## config.mk

```make
export PLATFORM = sky130hd
export DESIGN_NAME = alu_issue_unit
export DESIGN_NICKNAME = d
export VERILOG_FILES = /design/src/rtl/alu_issue_unit.sv
export SDC_FILE = /design/constraint.sdc
export NUM_CORES = 1
export LEC_CHECK = 0
export BUFFER_PORTS_ARGS = -buffer_cell sky130_fd_sc_hd__buf_4
export CORE_UTILIZATION = 45
export DETAILED_ROUTE_END_ITERATION = 16
export PLACE_DENSITY_LB_ADDON = 0.15
export REMOVE_ABC_BUFFERS = 1
export SYNTH_ARGS = -nofsm -noshare
export SYNTH_HDL_FRONTEND = slang
export SYNTH_SLANG_ARGS = --single-unit
```

## constraint.sdc

```tcl
create_clock -name clk -period 1.9 [get_ports clk]
set_input_delay 0.19 -clock clk [delete_from_list [all_inputs] [get_ports clk]]
set_output_delay 0.19 -clock clk [all_outputs]
set_load 0.03 [all_outputs]
```

## src/rtl/alu_issue_unit.sv

```systemverilog
// Single-issue execution front-end for alu_16: decodes one instruction at a time,
// reads operands from an 8x16 register file, drives the ALU handshake and writes results back.
module alu_issue_unit #(
    parameter int WIDTH          = 16,
    parameter int TIMEOUT_CYCLES = 64
) (
    input  logic             clk,
    input  logic             reset,
    input  logic             instr_valid,
    input  logic [15:0]      instr,
    output logic             instr_ready,
    output logic             alu_start,
    output logic [2:0]       alu_opcode,
    output logic [WIDTH-1:0] alu_a,
    output logic [WIDTH-1:0] alu_b,
    input  logic [WIDTH-1:0] alu_result,
    input  logic             alu_done,
    output logic             busy,
    output logic             retire,
    output logic             err,
    input  logic [2:0]       dbg_addr,
    output logic [WIDTH-1:0] dbg_data
);

    typedef enum logic [1:0] {
        IDLE,
        ISSUE,
        WAIT,
        WB
    } state_t;

    localparam int CNT_W = (TIMEOUT_CYCLES > 1) ? $clog2(TIMEOUT_CYCLES) : 1;
    localparam logic [CNT_W-1:0] CNT_LAST = CNT_W'(TIMEOUT_CYCLES - 1);

    state_t           state_q, state_d;
    logic [15:0]      instr_q, instr_d;
    logic [WIDTH-1:0] rf_q [8];
    logic [WIDTH-1:0] rf_d [8];
    logic             alu_start_q, alu_start_d;
    logic [2:0]       alu_opcode_q, alu_opcode_d;
    logic [WIDTH-1:0] alu_a_q, alu_a_d;
    logic [WIDTH-1:0] alu_b_q, alu_b_d;
    logic [WIDTH-1:0] result_q, result_d;
    logic [CNT_W-1:0] cnt_q, cnt_d;
    logic             retire_q, retire_d;
    logic             err_q, err_d;

    logic             accept;
    logic [WIDTH-1:0] imm_ext;

    assign instr_ready = (state_q == IDLE) && !reset;
    assign accept      = instr_valid && instr_ready;
    assign imm_ext     = {{(WIDTH-10){instr_q[9]}}, instr_q[9:0]};

    always_comb begin
        state_d      = state_q;
        instr_d      = instr_q;
        rf_d         = rf_q;
        alu_start_d  = 1'b0;
        alu_opcode_d = alu_opcode_q;
        alu_a_d      = alu_a_q;
        alu_b_d      = alu_b_q;
        result_d     = result_q;
        cnt_d        = cnt_q;
        retire_d     = 1'b0;
        err_d        = err_q;

        unique case (state_q)
            IDLE: begin
                if (accept) begin
                    instr_d = instr;
                    if (!instr[15]) begin
                        // ALU outputs are registered here so they are visible during ISSUE
                        state_d      = ISSUE;
                        alu_start_d  = 1'b1;
                        alu_opcode_d = instr[15:13];
                        alu_a_d      = rf_q[instr[9:7]];
                        alu_b_d      = rf_q[instr[6:4]];
                    end else begin
                        state_d  = WB;
                        retire_d = 1'b1;
                    end
                end
            end
            ISSUE: begin
                cnt_d   = '0;
                state_d = WAIT;
            end
            WAIT: begin
                if (alu_done) begin
                    result_d = alu_result;
                    retire_d = 1'b1;
                    state_d  = WB;
                end else if (cnt_q == CNT_LAST) begin
                    err_d    = 1'b1;
                    retire_d = 1'b1;
                    state_d  = IDLE;
                end else begin
                    cnt_d = cnt_q + 1'b1;
                end
            end
            WB: begin
                if (instr_q[12:10] != 3'd0) begin
                    if (!instr_q[15]) begin
                        rf_d[instr_q[12:10]] = result_q;
                    end else if (instr_q[15:13] == 3'b100) begin
                        rf_d[instr_q[12:10]] = imm_ext;
                    end
                end
                state_d = IDLE;
            end
            default: state_d = IDLE;
        endcase
    end

    always_ff @(posedge clk) begin
        if (reset) begin
            state_q      <= IDLE;
            instr_q      <= '0;
            for (int unsigned i = 0; i < 8; i++) begin
                rf_q[i] <= '0;
            end
            alu_start_q  <= 1'b0;
            alu_opcode_q <= '0;
            alu_a_q      <= '0;
            alu_b_q      <= '0;
            result_q     <= '0;
            cnt_q        <= '0;
            retire_q     <= 1'b0;
            err_q        <= 1'b0;
        end else begin
            state_q      <= state_d;
            instr_q      <= instr_d;
            rf_q         <= rf_d;
            alu_start_q  <= alu_start_d;
            alu_opcode_q <= alu_opcode_d;
            alu_a_q      <= alu_a_d;
            alu_b_q      <= alu_b_d;
            result_q     <= result_d;
            cnt_q        <= cnt_d;
            retire_q     <= retire_d;
            err_q        <= err_d;
        end
    end

    assign alu_start  = alu_start_q;
    assign alu_opcode = alu_opcode_q;
    assign alu_a      = alu_a_q;
    assign alu_b      = alu_b_q;
    assign retire     = retire_q;
    assign err        = err_q;
    assign busy       = (state_q != IDLE);
    assign dbg_data   = (dbg_addr == 3'd0) ? '0 : rf_q[dbg_addr];

endmodule
```

## Word level (Yosys, flattened, before mapping)

Cells that the tools add are included.
W data, S select, Z words.

- Register bits after elaboration: 205
- Output and inout bits: 56
- Bits of input ports: 39
- Word-level logic and storage cells: 89

- Muxes and demuxes: 30
- Add/subtract/negate cells: 1
- Reductions and logical operators: 17
- Equality and inequality tests: 10
- $lt $le $gt $ge: 5
- Bitwise logic cells: 8

Operators with widths:

| cell | number |
|---|---|
| $bwmux W128 | 2 |
| $mux W128 | 2 |
| $bmux W16 S3 | 3 |
| $mux W16 | 8 |
| $demux W16 S3 | 1 |
| $ge A4 B4 Y1 const B | 4 |
| $not A3 Y4 | 4 |
| $mux W6 | 2 |
| $pmux W6 S2 | 1 |
| $reduce_and A3 Y1 | 4 |
| $mux W2 | 4 |
| $pmux W2 S4 | 1 |
| $add A6 B1 Y6 const B | 1 |
| $eq A6 B6 Y1 const B | 1 |
| $ne A2 B2 Y1 const B | 3 |
| $reduce_and A2 Y1 | 3 |
| $mux W1 | 5 |
| $eq A2 B2 Y1 const B | 2 |
| $lt A4 B1 Y1 const B | 1 |
| $not A1 Y1 | 4 |
| $reduce_bool A2 Y1 | 2 |
| $eq A3 B3 Y1 const B | 1 |
| $logic_and A1 B1 Y1 | 3 |
| $logic_not A3 Y1 | 1 |
| 8 further kinds | 8 |

## Longest topological paths before layout

Gate-level depths: netlist of run 1.

- Depth in word-level cells: 8
- Gate-level depth with buffers: 7

## Worst setup path after synthesis of run 1

No wires, ideal clock.

- Path kind: input to output
- Start: input port dbg_addr[1]
- End: output port dbg_data[11]
- Path slack: 0.086 ns
- Path buffers: 3
- Stages: 6
- Arrival time: 1.624 ns
- Cell sequence: clkbuf_1 > nor2b_1 > clkbuf_1 > clkbuf_1 > a221oi_1 > a21oi_1

- Cells in the longest elaborated chain, start to end: 5
- Elaborated cells on any way between the ends: 6
- Those cells by class: mux (4); bitwise (1); reduce/logical (1)

RTL lines:

| element | RTL line | RTL |
|---|---|---|
| start: declaration | 21 | `input logic [2:0] dbg_addr,` |
| $not A3 Y4 (not written as such) | 153 | `assign dbg_data = (dbg_addr == 3'd0) ? '0 : rf_q[dbg_addr];` |
| $bmux W16 S3 | 153 |  |
| $mux W16 (not written as such) (2 in series) | 153 |  |
| $mux W16 * | 153 |  |
| end: declaration | 22 | `output logic [WIDTH-1:0] dbg_data` |

Every way passes the cells marked *; elsewhere a longest branch is shown, timed or not. The select of a mux whose other input is x is not followed.

## Worst setup path after layout of run 1

- Start: register rf_q[67] (netlist name)
- End: output port dbg_data[3]

- Cells in the longest elaborated chain, start to end: 4

RTL lines:

| element | RTL line | RTL |
|---|---|---|
| start: declaration | 37 | `logic [WIDTH-1:0] rf_q [8];` |
| start signal: assignment | 134 | `rf_q <= rf_d;` |
| $bmux W16 S3 | 153 |  |
| $mux W16 (not written as such) (2 in series) | 153 |  |
| $mux W16 | 153 |  |

Every way passes these cells. The select of a mux whose other input is x is not followed.

==> results.md, run 1 <==
| Result | This run |
| --- | --- |
| Max FO, Critical Path | 4 |
| Clock tree skew after final layout | 0.006111 ns |
| Antenna cells | 0 |
| Clock network power share | 47.7% |
| Number of enable-type register cells in the synthesized netlist | 0 |
| Wire length of the first global-routing pass | 45,230 um |
| Final setup slack of the worst path | 0.03037 ns |
| WP depth | 4 |
| Routed via count | 8,320 |
| Cell family with the largest share of critical-path delay | compound AO/OA/AOI/OAI gates |
| Tightest Pin Transition | 0.6568 ns |
| Worst Setup EP | dbg_data[3] |
| Setup-failing EPs final | 0 |
| Share of power burned in combinational logic | 9.1% |
| Maxcap violations | 0 |
| Area after detailed placement | 11,570 um2 |
| Sequential fraction of design power | 43.2% |
| Slowest-stage cell, CP | sky130_fd_sc_hd__dfxtp_1 |
| WS Path Type | reg -> out |
| Sink Count | 205 |
| Category of the worst setup path capture point | output pin |
| CTS tree | done |
| Number of cell rows | 54 |
| Number of violations reported at the end of detailed-routing iteration 0 | 582 |
| I/O Pins | 95 |
| Launch point of the critical path | rf_q[67] |
| Wire length the detailed router placed on met1 | 13,060 um |
| Worst hold slack after final layout | 0.01762 ns |
| Setup TNS | 0 ns |
| Avg Cell Area, Syn | 9.679 um2 |
| Async set-reset flop share out of synthesis | 0% |
| Min cycle time layout | 1.870 ns |
| # H-tree levels | 1 |
| Unrepaired setup endpoints after global routing | true |
| Maximum number of buffers from clock root to sink | 3 |
| Largest net degree at the start of global routing | 89 |
| Initial antenna violation count | 0 |
| Cts bufs inserted | 24 |
| Total die area | 23,430 um2 |
| Switching power share of the total | 23.07% |
| Nets | 1,207 |
| Placeable core region | 22,090 um2 |
| Worst hold-check path type | in -> reg |
| Data arrival time at the worst-slack endpoint | 1.68 ns |
| Wire per inst | 19.48 um |
| Total standard cell area after synthesis | 10,270 um2 |
| Fraction of final layout cells with drive strength greater than 1 | 28.76% |
| Clock transition at path regs | 0.06 ns |
| Maximum operating frequency | 0.5349 GHz |
| Final max-slew violation count | 0 |
| Highest metal layer used by the detailed router | met4 |
| Area growth from synthesis to layout | 24.85% |
| Worst relative slew slack | 56.21% |
| Net load switching power | 2.344 mW |
| Number of hold-slack violations in the final timing report | 0 |
| Detailed placement HPWL | 18,280 um |
| Warnings, synthesis | 0 |
| Sort of element at the start of the critical path | flip-flop |
| Overall track demand over capacity in global routing | 24.67% |
| Worst reg2reg startpoint | state_q[0] |
| Largest stage delay, worst path | 0.34 ns |
| Average via count per standard cell | 5.691 |
| Top FF cell, synth | sky130_fd_sc_hd__dfxtp_1 |
| Leakage power of the design | 4.575 nW |
| Die span in y | 153.1 um |
| Skew-Pair Late Insertion Delay | 0.51 ns |
| Total overflow reported by the global router | 0 |
| Synthesized netlist cell count | 1,061 |
| Flop-to-flop setup slack | 0.11 ns |
| Final Routed Wirelength | 28,480 um |
| Run status | finished, final reports clean |
| Buffers on Ports | 93 |
| Number of global-route vias before repair | 8,034 |
| Final antenna-violating net count | 0 |
| Areal power density over the cells | 792.6 nW/um2 |
| P_int | 7.819 mW |
| Initial Utilization | 46.48% |
| Number of optimization iterations in the first detailed-route pass | 4 |
| DRC violations left | 0 |
| Width of the die | 153.1 um |
| Crit Reg-Reg Endpoint | alu_b[2] |
| Worst vdd ir | 0.5320 mV |
| Crit path buffers/inverters | 1 |
| DR WL met2 | 13,240 um |
| WL met3 | 1462 um |
| Ordered list of cells on the worst path | mux2_2 > a221oi_1 > a21oi_1 > buf_4 |
| Post-Layout Inst Area | 12,820 um2 |
| Most frequent cells in the layout | 178 x sky130_fd_sc_hd__dfxtp_1, 152 x sky130_fd_sc_hd__nand2_1, 134 x sky130_fd_sc_hd__buf_4 |
| Required arrival time at the worst endpoint | 1.71 ns |
| Part of the Yosys area used for sequential elements | 39.96% |
| Worst slack after detailed placement | 0.1428 ns |
| Fin crit share | 98.40% |
| Final core utilization | 58.04% |
| Number of synthesized register bits | 205 |
| Last weighted congestion value of the routability-driven placer | 0.7654 |
| Most common cell after layout, fill and taps aside | sky130_fd_sc_hd__dfxtp_1 |
| Cell variety after synth | 46 |
| Register-to-Register Path Depth | 6 |
| Clock root buffer master | sky130_fd_sc_hd__clkbuf_16 |
area by class of cell:
| cell class | instances | area (um2) |
|---|---|---|
| sequential | 205 | 4138 |
| inverter | 25 | 93.84 |
| clock inverter | 4 | 97.59 |
| clock buffer | 37 | 740.7 |
| multi-input combinational | 731 | 5782 |
| fill | 1935 | 9271 |
| tap | 280 | 350.3 |
| timing repair buffer | 180 | 1620 |
how the worst min path moves through the flow:
| stage | from | depth (start not counted) | slack [ns] | end |
|---|---|---|---|---|
| finish | instr_valid | 3 | 0.02 | state_q[0] |
| global route | instr_valid | 3 | 0.06 | state_q[1] |
| CTS | instr_valid | 3 | 0.0007 | state_q[0] |
| detailed placement | instr[11] | 3 | 0.39 | instr_q[11] |
| global placement | instr[11] | 3 | 0.38 | instr_q[11] |
| floorplan | reset | 1 | 0.26 | cnt_q[1] |
layer usage:
metal / global-route usage [%] / vias to the layer above
met3: 3.629 / 48
met4: 7.023 / 0
met1: 33.74 / 4034
met5: 0 / -
met2: 40.57 / 220
li1: - / 4018
per-stage QoR:
| step | power, mW | cells |
|---|---|---|
| 3_5_place_dp | 5.344 | 1392 |
| 3_3_place_gp | 5.342 | 1392 |
| 2_1_floorplan | 4.830 | 961 |
| 4_1_cts | 10.23 | 1461 |
| 5_1_grt | 10.50 | 1462 |
| 6_report | 10.16 | 1462 |
worst min-delay path, cell delays in order:
cell,delay [ns]
sky130_fd_sc_hd__buf_4,0.11
sky130_fd_sc_hd__mux2i_1,0.07
sky130_fd_sc_hd__nor3_1,0.12
Yosys cell counts (17+ instances only):
library cell / count / area, um2
sky130_fd_sc_hd__dfxtp_1: 205 / 4104
sky130_fd_sc_hd__nand2_1: 152 / 570.6
sky130_fd_sc_hd__nand2b_1: 122 / 763.2
sky130_fd_sc_hd__o21ai_0: 121 / 605.6
sky130_fd_sc_hd__mux4_2: 80 / 1802
sky130_fd_sc_hd__clkbuf_1: 71 / 266.5
sky130_fd_sc_hd__a21oi_1: 45 / 225.2
sky130_fd_sc_hd__nor3b_1: 33 / 247.7
sky130_fd_sc_hd__a221o_1: 32 / 320.3
sky130_fd_sc_hd__inv_1: 25 / 93.84
sky130_fd_sc_hd__buf_2: 22 / 110.1
sky130_fd_sc_hd__nor2b_1: 21 / 131.4
sky130_fd_sc_hd__nand3b_1: 18 / 135.1
sky130_fd_sc_hd__mux2_2: 17 / 191.4
power groups by stage:
| stage | clock, mW | combinational [mW] | sequential (mW) |
|---|---|---|---|
| 3_5_place_dp | 0 | 0.863 | 4.48 |
| 4_1_cts | 4.93 | 0.913 | 4.39 |
| 2_1_floorplan | 0 | 0.336 | 4.49 |
| 3_3_place_gp | 0 | 0.862 | 4.48 |
| 5_1_grt | 5.12 | 0.985 | 4.39 |
| 6_report | 4.85 | 0.922 | 4.39 |
flip-flops by register name (all words and copies together), names as in the netlist, 2 cells and up:
signal and count:
instr_q 16, alu_b 16, rf_q 128, state_q 2, cnt_q 6, alu_a 16, result_q 16, alu_opcode 2
cells by family (layout without fill, tap and decap cells):
group	after synthesis	in the layout	share of synthesized area, %
other cells	1	1	0.03651
flops	205	205	39.96
mux	108	108	20.48
buf+inv	125	246	4.934
fa+ha+maj	1	1	0.1218
compound gates	235	235	14.14
simple gates	386	386	20.32
timing repair:
action                     4_1_cts  5_1_grt
hold buffers                    28        0
hold endpoints to repair        30        0
setup endpoints to repair        2       15
setup buffers                    0        1
pin swaps                        0        1
resized for setup                4       43
No activity file was read; power rests on OpenSTA's default activity.
==> run 2, diff against run 1 <==
CORE_UTILIZATION = 35   (was 45)
==> run 2 against run 1 <==
  * Via count down 0.99%
  * Largest cell class unchanged
  * Final area increased by 1.9%
  * Core utilization decreased by 13 points
  * Register-to-register slack improved by 0.05 ns
  * Critical path type unchanged
==> results.md, run 2 (synthesis results as in run 1) <==
| Result | This run | vs previous |
| --- | --- | --- |
| Run status | finished, final reports clean | unchanged |
| Worst slack after detailed placement | 0.1561 ns | was 0.1428 ns |
| Wire per inst | 19.68 um | was 19.48 um |
| Largest net degree at the start of global routing | 83 | was 89 |
| Overall power | 10.32 mW | was 10.16 mW |
| Setup TNS | 0 ns | unchanged |
| Initial Utilization | 35.68% | was 46.48% |
| Most frequent cells in the layout | 186 x sky130_fd_sc_hd__dfxtp_1, 152 x sky130_fd_sc_hd__nand2_1, 122 x sky130_fd_sc_hd__nand2b_1 | was 178 x sky130_fd_sc_hd__dfxtp_1, 152 x sky130_fd_sc_hd__nand2_1, 134 x sky130_fd_sc_hd__buf_4 |
| CTS tree | done | unchanged |
| Net load switching power | 2.459 mW | was 2.344 mW |
| Tightest Pin Transition | 0.6381 ns | was 0.6568 ns |
| Worst relative slew slack | 57.46% | was 56.21% |
| Placeable core region | 28,780 um2 | was 22,090 um2 |
| Final max-slew violation count | 0 | unchanged |
| Min cycle time layout | 1.865 ns | was 1.870 ns |
| Switching power share of the total | 23.82% | was 23.07% |
| Final setup slack of the worst path | 0.03481 ns | was 0.03037 ns |
| # placed instances | 1,490 | was 1,392 |
| Routed via count | 8,238 | was 8,320 |
| Unrepaired setup endpoints after global routing | true | unchanged |
| Buffers on Ports | 93 | unchanged |
| Nets | 1,205 | was 1,207 |
| Sequential fraction of design power | 42.5% | was 43.2% |
| Maxcap violations | 0 | unchanged |
| Number of global-route vias before repair | 8,044 | was 8,034 |
| Required arrival time at the worst endpoint | 1.71 ns | about the same |
| Setup-failing EPs final | 0 | unchanged |
| # H-tree levels | 1 | unchanged |
| Number of optimization iterations in the first detailed-route pass | 5 | was 4 |
| Areal power density over the cells | 790.0 nW/um2 | was 792.6 nW/um2 |
| Sink Count | 205 | unchanged |
| Number of violations reported at the end of detailed-routing iteration 0 | 544 | was 582 |
| Final core utilization | 45.40% | was 58.04% |
| Skew-Pair Late Insertion Delay | 0.52 ns | was 0.51 ns |
| Worst hold-check path type | in -> reg | unchanged |
| Count of fill cells added during filler insertion | 2,743 | was 1,935 |
| I/O Pins | 95 | unchanged |
| Area growth from synthesis to layout | 27.23% | was 24.85% |
| Last weighted congestion value of the routability-driven placer | 0.7801 | was 0.7654 |
| Clock tree skew after final layout | 0.009366 ns | was 0.006111 ns |
| Final standard cell count with taps included and fillers excluded | 1,565 | was 1,462 |
| Number of cell rows | 62 | was 54 |
| Total die area | 30,030 um2 | was 23,430 um2 |
| Endpoint of the worst hold path | instr_q[15] | was state_q[0] |
| Wire length of the first global-routing pass | 47,530 um | was 45,230 um |
| Worst reg2reg startpoint | state_q[1] | was state_q[0] |
| Crit Reg-Reg Endpoint | cnt_q[3] | was alu_b[2] |
| Category of the worst setup path capture point | output pin | unchanged |
| Register-to-Register Path Depth | 4 | was 6 |
| P_int | 7.864 mW | was 7.819 mW |
| Die span in y | 173.3 um | was 153.1 um |
| Clock transition at path regs | 0.06 ns | about the same |
| Antenna cells | 0 | unchanged |
| Final Routed Wirelength | 30,800 um | was 28,480 um |
| Maximum number of buffers from clock root to sink | 3 | unchanged |
| Width of the die | 173.3 um | was 153.1 um |
| Worst vdd ir | 0.5451 mV | was 0.5320 mV |
| Detailed placement HPWL | 19,400 um | was 18,280 um |
| Share of power burned in combinational logic | 9.3% | was 9.1% |
| Sort of element at the start of the critical path | flip-flop | unchanged |
| Clock root buffer master | sky130_fd_sc_hd__clkbuf_16 | unchanged |
| Flop-to-flop setup slack | 0.16 ns | was 0.11 ns |
| DRC violations left | 0 | unchanged |
| Hold Startpoint | instr[15] | was instr_valid |
| Leakage power of the design | 4.618 nW | was 4.575 nW |
| Fin crit share | 98.17% | was 98.40% |
| Max FO, Critical Path | 3 | was 4 |
| Register with the most flip-flops | rf_q | unchanged |
| Most common cell after layout, fill and taps aside | sky130_fd_sc_hd__dfxtp_1 | unchanged |
| Total overflow reported by the global router | 0 | unchanged |
| Max reg flops | 128 | unchanged |
| Average via count per standard cell | 5.264 | was 5.691 |
| Final antenna-violating net count | 0 | unchanged |
| Overall track demand over capacity in global routing | 20.45% | was 24.67% |
| Number of hold-slack violations in the final timing report | 0 | unchanged |
| Cts bufs inserted | 25 | was 24 |
| Initial antenna violation count | 0 | unchanged |
| Maximum operating frequency | 0.5361 GHz | was 0.5349 GHz |
| WS Path Type | reg -> out | unchanged |
| Clock network power share | 48.2% | was 47.7% |
| Data arrival time at the worst-slack endpoint | 1.68 ns | about the same |
| Fraction of final layout cells with drive strength greater than 1 | 28.11% | was 28.76% |
| Worst hold path depth | 3 | unchanged |
==> run 2: timing repair <==
item | 4_1_cts | 5_1_grt
gates resized for setup | 6 | 35
buffers inserted | 0 | 3
hold buffers | 29 | 0
endpoints found under the setup margin | 3 | 18
hold endpoints to repair | 31 | 0
==> run 2: final cells by class <==
cell class / instances / area, um2 / share of cell area (%)
multi-input combinational: 731 / 5781 / 44.24
timing repair buffer: 177 / 1737 / 13.29
clock buffer: 32 / 691.9 / 5.295
sequential: 205 / 4128 / 31.59
tap: 384 / 480.5 / 3.677
inverter: 25 / 93.84 / 0.7182
clock inverter: 11 / 155.1 / 1.187
==> run 2: layer usage <==
layer | wire [um] | global-route usage (%)
met1 | 14340 | 28.55
met2 | 14710 | 34.05
met3 | 1332 | 2.303
met4 | 410 | 4.314
met5 | 0 | 0
==> run 2: through the flow <==
step                      area, um2  hold slack, ns
after floorplan                9857          0.2591
final                         13070         0.01072
after detailed placement      11790          0.3925
after global placement        11790          0.3887
after CTS                     12950         0.01073
after global routing          13070         0.01317
==> run 2: critical path, stage by stage, from the launching register on <==
cell	delay, ns
sky130_fd_sc_hd__dfxtp_2	0.33
sky130_fd_sc_hd__mux4_2	0.48
sky130_fd_sc_hd__inv_2	0.07
sky130_fd_sc_hd__a21oi_1	0.08
sky130_fd_sc_hd__buf_4	0.21
==> run 2: how the worst max path moves through the flow <==
stage,endpoint,start,slack (ns)
5_1_grt,dbg_data[9],rf_q[9],-0.02
2_1_floorplan,rf_q[80],state_q[0],-1.34
6_report,dbg_data[15],rf_q[15],0.03
3_3_place_gp,alu_a[9],state_q[0],0.19
4_1_cts,dbg_data[15],rf_q[15],0.005
3_5_place_dp,rf_q[18],state_q[1],0.16
==> run 2: power by group through the flow <==
| stage | registers, mW | logic (mW) | clock network [mW] |
|---|---|---|---|
| after detailed placement | 4.48 | 0.908 | 0 |
| final | 4.39 | 0.960 | 4.98 |
| after global routing | 4.39 | 1.03 | 5.26 |
| after global placement | 4.48 | 0.907 | 0 |
| after floorplan | 4.49 | 0.336 | 0 |
| after CTS | 4.39 | 0.962 | 5.08 |
==> run 3, diff against run 2 <==
CELL_PAD_IN_SITES_DETAIL_PLACEMENT = 1   (was default)
CELL_PAD_IN_SITES_GLOBAL_PLACEMENT = 2   (was default)
==> run 3 against run 2 <==
  * Via count up 2.5%
  * Register-to-register slack about the same
  * Core utilization down 0.20 points
  * Highest routed layer unchanged
  * Maximum frequency up 0.24%
  * Global-route usage up 1.0 points
  * Combinational power down 2%
  * Final area down 0.44%
  * Sequential cell count unchanged
  * Clock skew up 0.0010 ns
==> results.md, run 3 (synthesis results as in run 1) <==
| Result | This run | vs previous |
| --- | --- | --- |
| Run status | finished, final reports clean | unchanged |
| Required arrival time at the worst endpoint | 1.71 ns | about the same |
| Number of hold-slack violations in the final timing report | 0 | unchanged |
| Setup-failing EPs final | 0 | unchanged |
| Worst reg2reg startpoint | instr_q[10] | was state_q[1] |
| Number of cell rows | 62 | unchanged |
| Areal power density over the cells | 749.9 nW/um2 | was 790.0 nW/um2 |
| Register with the most flip-flops | rf_q | unchanged |
| Sink Count | 205 | unchanged |
| Hold Startpoint | alu_done | was instr[15] |
| Nets | 1,208 | was 1,205 |
| Total die area | 30,030 um2 | unchanged |
| Final antenna-violating net count | 0 | unchanged |
| Wire per inst | 20.49 um | was 19.68 um |
| Area growth from synthesis to layout | 26.67% | was 27.23% |
| Largest net degree at the start of global routing | 181 | was 83 |
| Data arrival time at the worst-slack endpoint | 1.67 ns | was 1.68 ns |
| # placed instances | 1,492 | was 1,490 |
| Most common cell after layout, fill and taps aside | sky130_fd_sc_hd__dfxtp_1 | unchanged |
| Wire length of the first global-routing pass | 50,680 um | was 47,530 um |
| Overall track demand over capacity in global routing | 21.47% | was 20.45% |
| Width of the die | 173.3 um | unchanged |
| Routed via count | 8,443 | was 8,238 |
| Leakage power of the design | 4.576 nW | was 4.618 nW |
| Skew-Pair Late Insertion Delay | 0.51 ns | was 0.52 ns |
| Cell family with the largest share of critical-path delay | compound AO/OA/AOI/OAI gates | was multiplexers |
| Worst hold path depth | 3 | unchanged |
| Detailed placement HPWL | 20,390 um | was 19,400 um |
| Slowest-stage cell, CP | sky130_fd_sc_hd__dfxtp_1 | was sky130_fd_sc_hd__mux4_2 |
| Maximum operating frequency | 0.5374 GHz | was 0.5361 GHz |
| Clock transition at path regs | 0.06 ns | about the same |
| Endpoint of the worst hold path | state_q[0] | was instr_q[15] |
| Largest stage delay, worst path | 0.34 ns | was 0.48 ns |
| Initial Utilization | 35.68% | unchanged |
| Number of global-route vias before repair | 8,642 | was 8,044 |
| Antenna cells | 0 | unchanged |
| Fin crit share | 97.93% | was 98.17% |
| Flop-to-flop setup slack | 0.17 ns | was 0.16 ns |
| Final Routed Wirelength | 32,110 um | was 30,800 um |
| Final max-slew violation count | 0 | unchanged |
| Cts bufs inserted | 25 | unchanged |
| CTS tree | done | unchanged |
| Crit path buffers/inverters | 1 | was 2 |
| Last weighted congestion value of the routability-driven placer | 0.7442 | was 0.7801 |
| DRC violations left | 0 | unchanged |
| Category of the worst setup path capture point | output pin | unchanged |
| Number of violations reported at the end of detailed-routing iteration 0 | 410 | was 544 |
| Maximum number of buffers from clock root to sink | 3 | unchanged |
| Worst relative slew slack | 43.68% | was 57.46% |
| Tightest Pin Transition | 0.8448 ns | was 0.6381 ns |
| Crit Reg-Reg Endpoint | rf_q[101] | was cnt_q[3] |
| Placeable core region | 28,780 um2 | unchanged |
| Fraction of final layout cells with drive strength greater than 1 | 29.84% | was 28.11% |
| Number of optimization iterations in the first detailed-route pass | 5 | unchanged |
| WS Path Type | reg -> out | unchanged |
| Max FO, Critical Path | 4 | was 3 |
| Min cycle time layout | 1.861 ns | was 1.865 ns |
| I/O Pins | 95 | unchanged |
| Final core utilization | 45.20% | was 45.40% |
| Most frequent cells in the layout | 171 x sky130_fd_sc_hd__dfxtp_1, 152 x sky130_fd_sc_hd__nand2_1, 122 x sky130_fd_sc_hd__nand2b_1 | was 186 x sky130_fd_sc_hd__dfxtp_1, 152 x sky130_fd_sc_hd__nand2_1, 122 x sky130_fd_sc_hd__nand2b_1 |
| Launch point of the critical path | rf_q[77] | was rf_q[15] |
| Initial antenna violation count | 0 | unchanged |
| Total overflow reported by the global router | 0 | unchanged |
| Buffers on Ports | 93 | unchanged |
| # H-tree levels | 1 | unchanged |
| Clock tree skew after final layout | 0.01037 ns | was 0.009366 ns |
| Final standard cell count with taps included and fillers excluded | 1,567 | was 1,565 |
| Clock root buffer master | sky130_fd_sc_hd__clkbuf_16 | unchanged |
| Worst vdd ir | 0.5649 mV | was 0.5451 mV |
| Average via count per standard cell | 5.388 | was 5.264 |
| Setup TNS | 0 ns | unchanged |
| Register-to-Register Path Depth | 5 | was 4 |
| Unrepaired setup endpoints after global routing | true | unchanged |
| Worst hold-check path type | in -> reg | unchanged |
| Maxcap violations | 0 | unchanged |
| Ordered list of cells on the worst path | mux2_2 > a221oi_2 > a21oi_2 > buf_6 | was mux4_2 > inv_2 > a21oi_1 > buf_4 |
| Sort of element at the start of the critical path | flip-flop | unchanged |
| Die span in y | 173.3 um | unchanged |
| Max reg flops | 128 | unchanged |
## run 3: changes by cell type in the layout (fill, tap and decap cells not counted), moves of 5 or more
| cell | change |
|---|---|
| sky130_fd_sc_hd__a21oi_1 | -5 |
| sky130_fd_sc_hd__a21oi_2 | +5 |
| sky130_fd_sc_hd__clkbuf_1 | +9 |
| sky130_fd_sc_hd__clkinv_2 | -5 |
| sky130_fd_sc_hd__dfxtp_1 | -15 |
| sky130_fd_sc_hd__dfxtp_2 | +14 |
## run 3: layer usage
layer  vias to the layer above  routed length (um)  track usage, %
li1                       4020                   -               -
met1                      4208               14820           29.82
met2                       173               15330           35.66
met3                        42                1347           2.654
met4                         0                 615           4.830
met5                         -                   0               0
## run 3: layout make-up
| type | instances | area, um2 |
|---|---|---|
| clock buffer | 39 | 698.2 |
| clock inverter | 3 | 40.04 |
| fill | 3173 | 15770 |
| inverter | 25 | 93.84 |
| multi-input combinational | 731 | 5819 |
| sequential | 205 | 4149 |
| tap | 384 | 480.5 |
| timing repair buffer | 180 | 1728 |
## run 3: power breakdown
part	total [mW]	switching [mW]	leakage [nW]	internal, mW
clock	4.42	1.79	0.359	2.63
sequential	4.39	0.0405	1.67	4.35
combinational	0.945	0.529	2.55	0.416
## run 3: through the flow
stage	instance area, um2	worst slack, ns	total power [mW]	hold slack, ns
finish	13010	0.03933	9.755	0.05466
global placement	11760	0.1600	5.361	0.3852
floorplan	9857	-1.341	4.830	0.2591
global route	13010	-0.02616	10.13	0.07212
detailed placement	11760	0.09553	5.367	0.3929
CTS	12840	-0.005929	9.888	0.02936
## run 3: timing repair
action	4_1_cts	5_1_grt
pin swaps	0	2
setup endpoints to repair	7	38
hold endpoints to repair	33	0
gates cloned	0	0
resized for setup	11	62
setup buffers	0	3
hold buffers	30	0
## run 3: how the worst max path moves through the flow
stage                         to  slack [ns]  cells after the start
floorplan               rf_q[80]       -1.34                      3
global placement        cnt_q[3]        0.16                      4
detailed placement      alu_b[4]         0.1                      5
CTS                  dbg_data[2]      -0.006                      4
global route        dbg_data[11]       -0.03                      4
finish              dbg_data[13]        0.04                      4
## run 3: worst register-to-register path, stage by stage (launching register included)
cell and delay (ns):
sky130_fd_sc_hd__dfxtp_1 0.41, sky130_fd_sc_hd__inv_1 0.15, sky130_fd_sc_hd__or4b_1 0.63, sky130_fd_sc_hd__buf_12 0.21, sky130_fd_sc_hd__nand3b_1 0.13, sky130_fd_sc_hd__o31ai_1 0.07
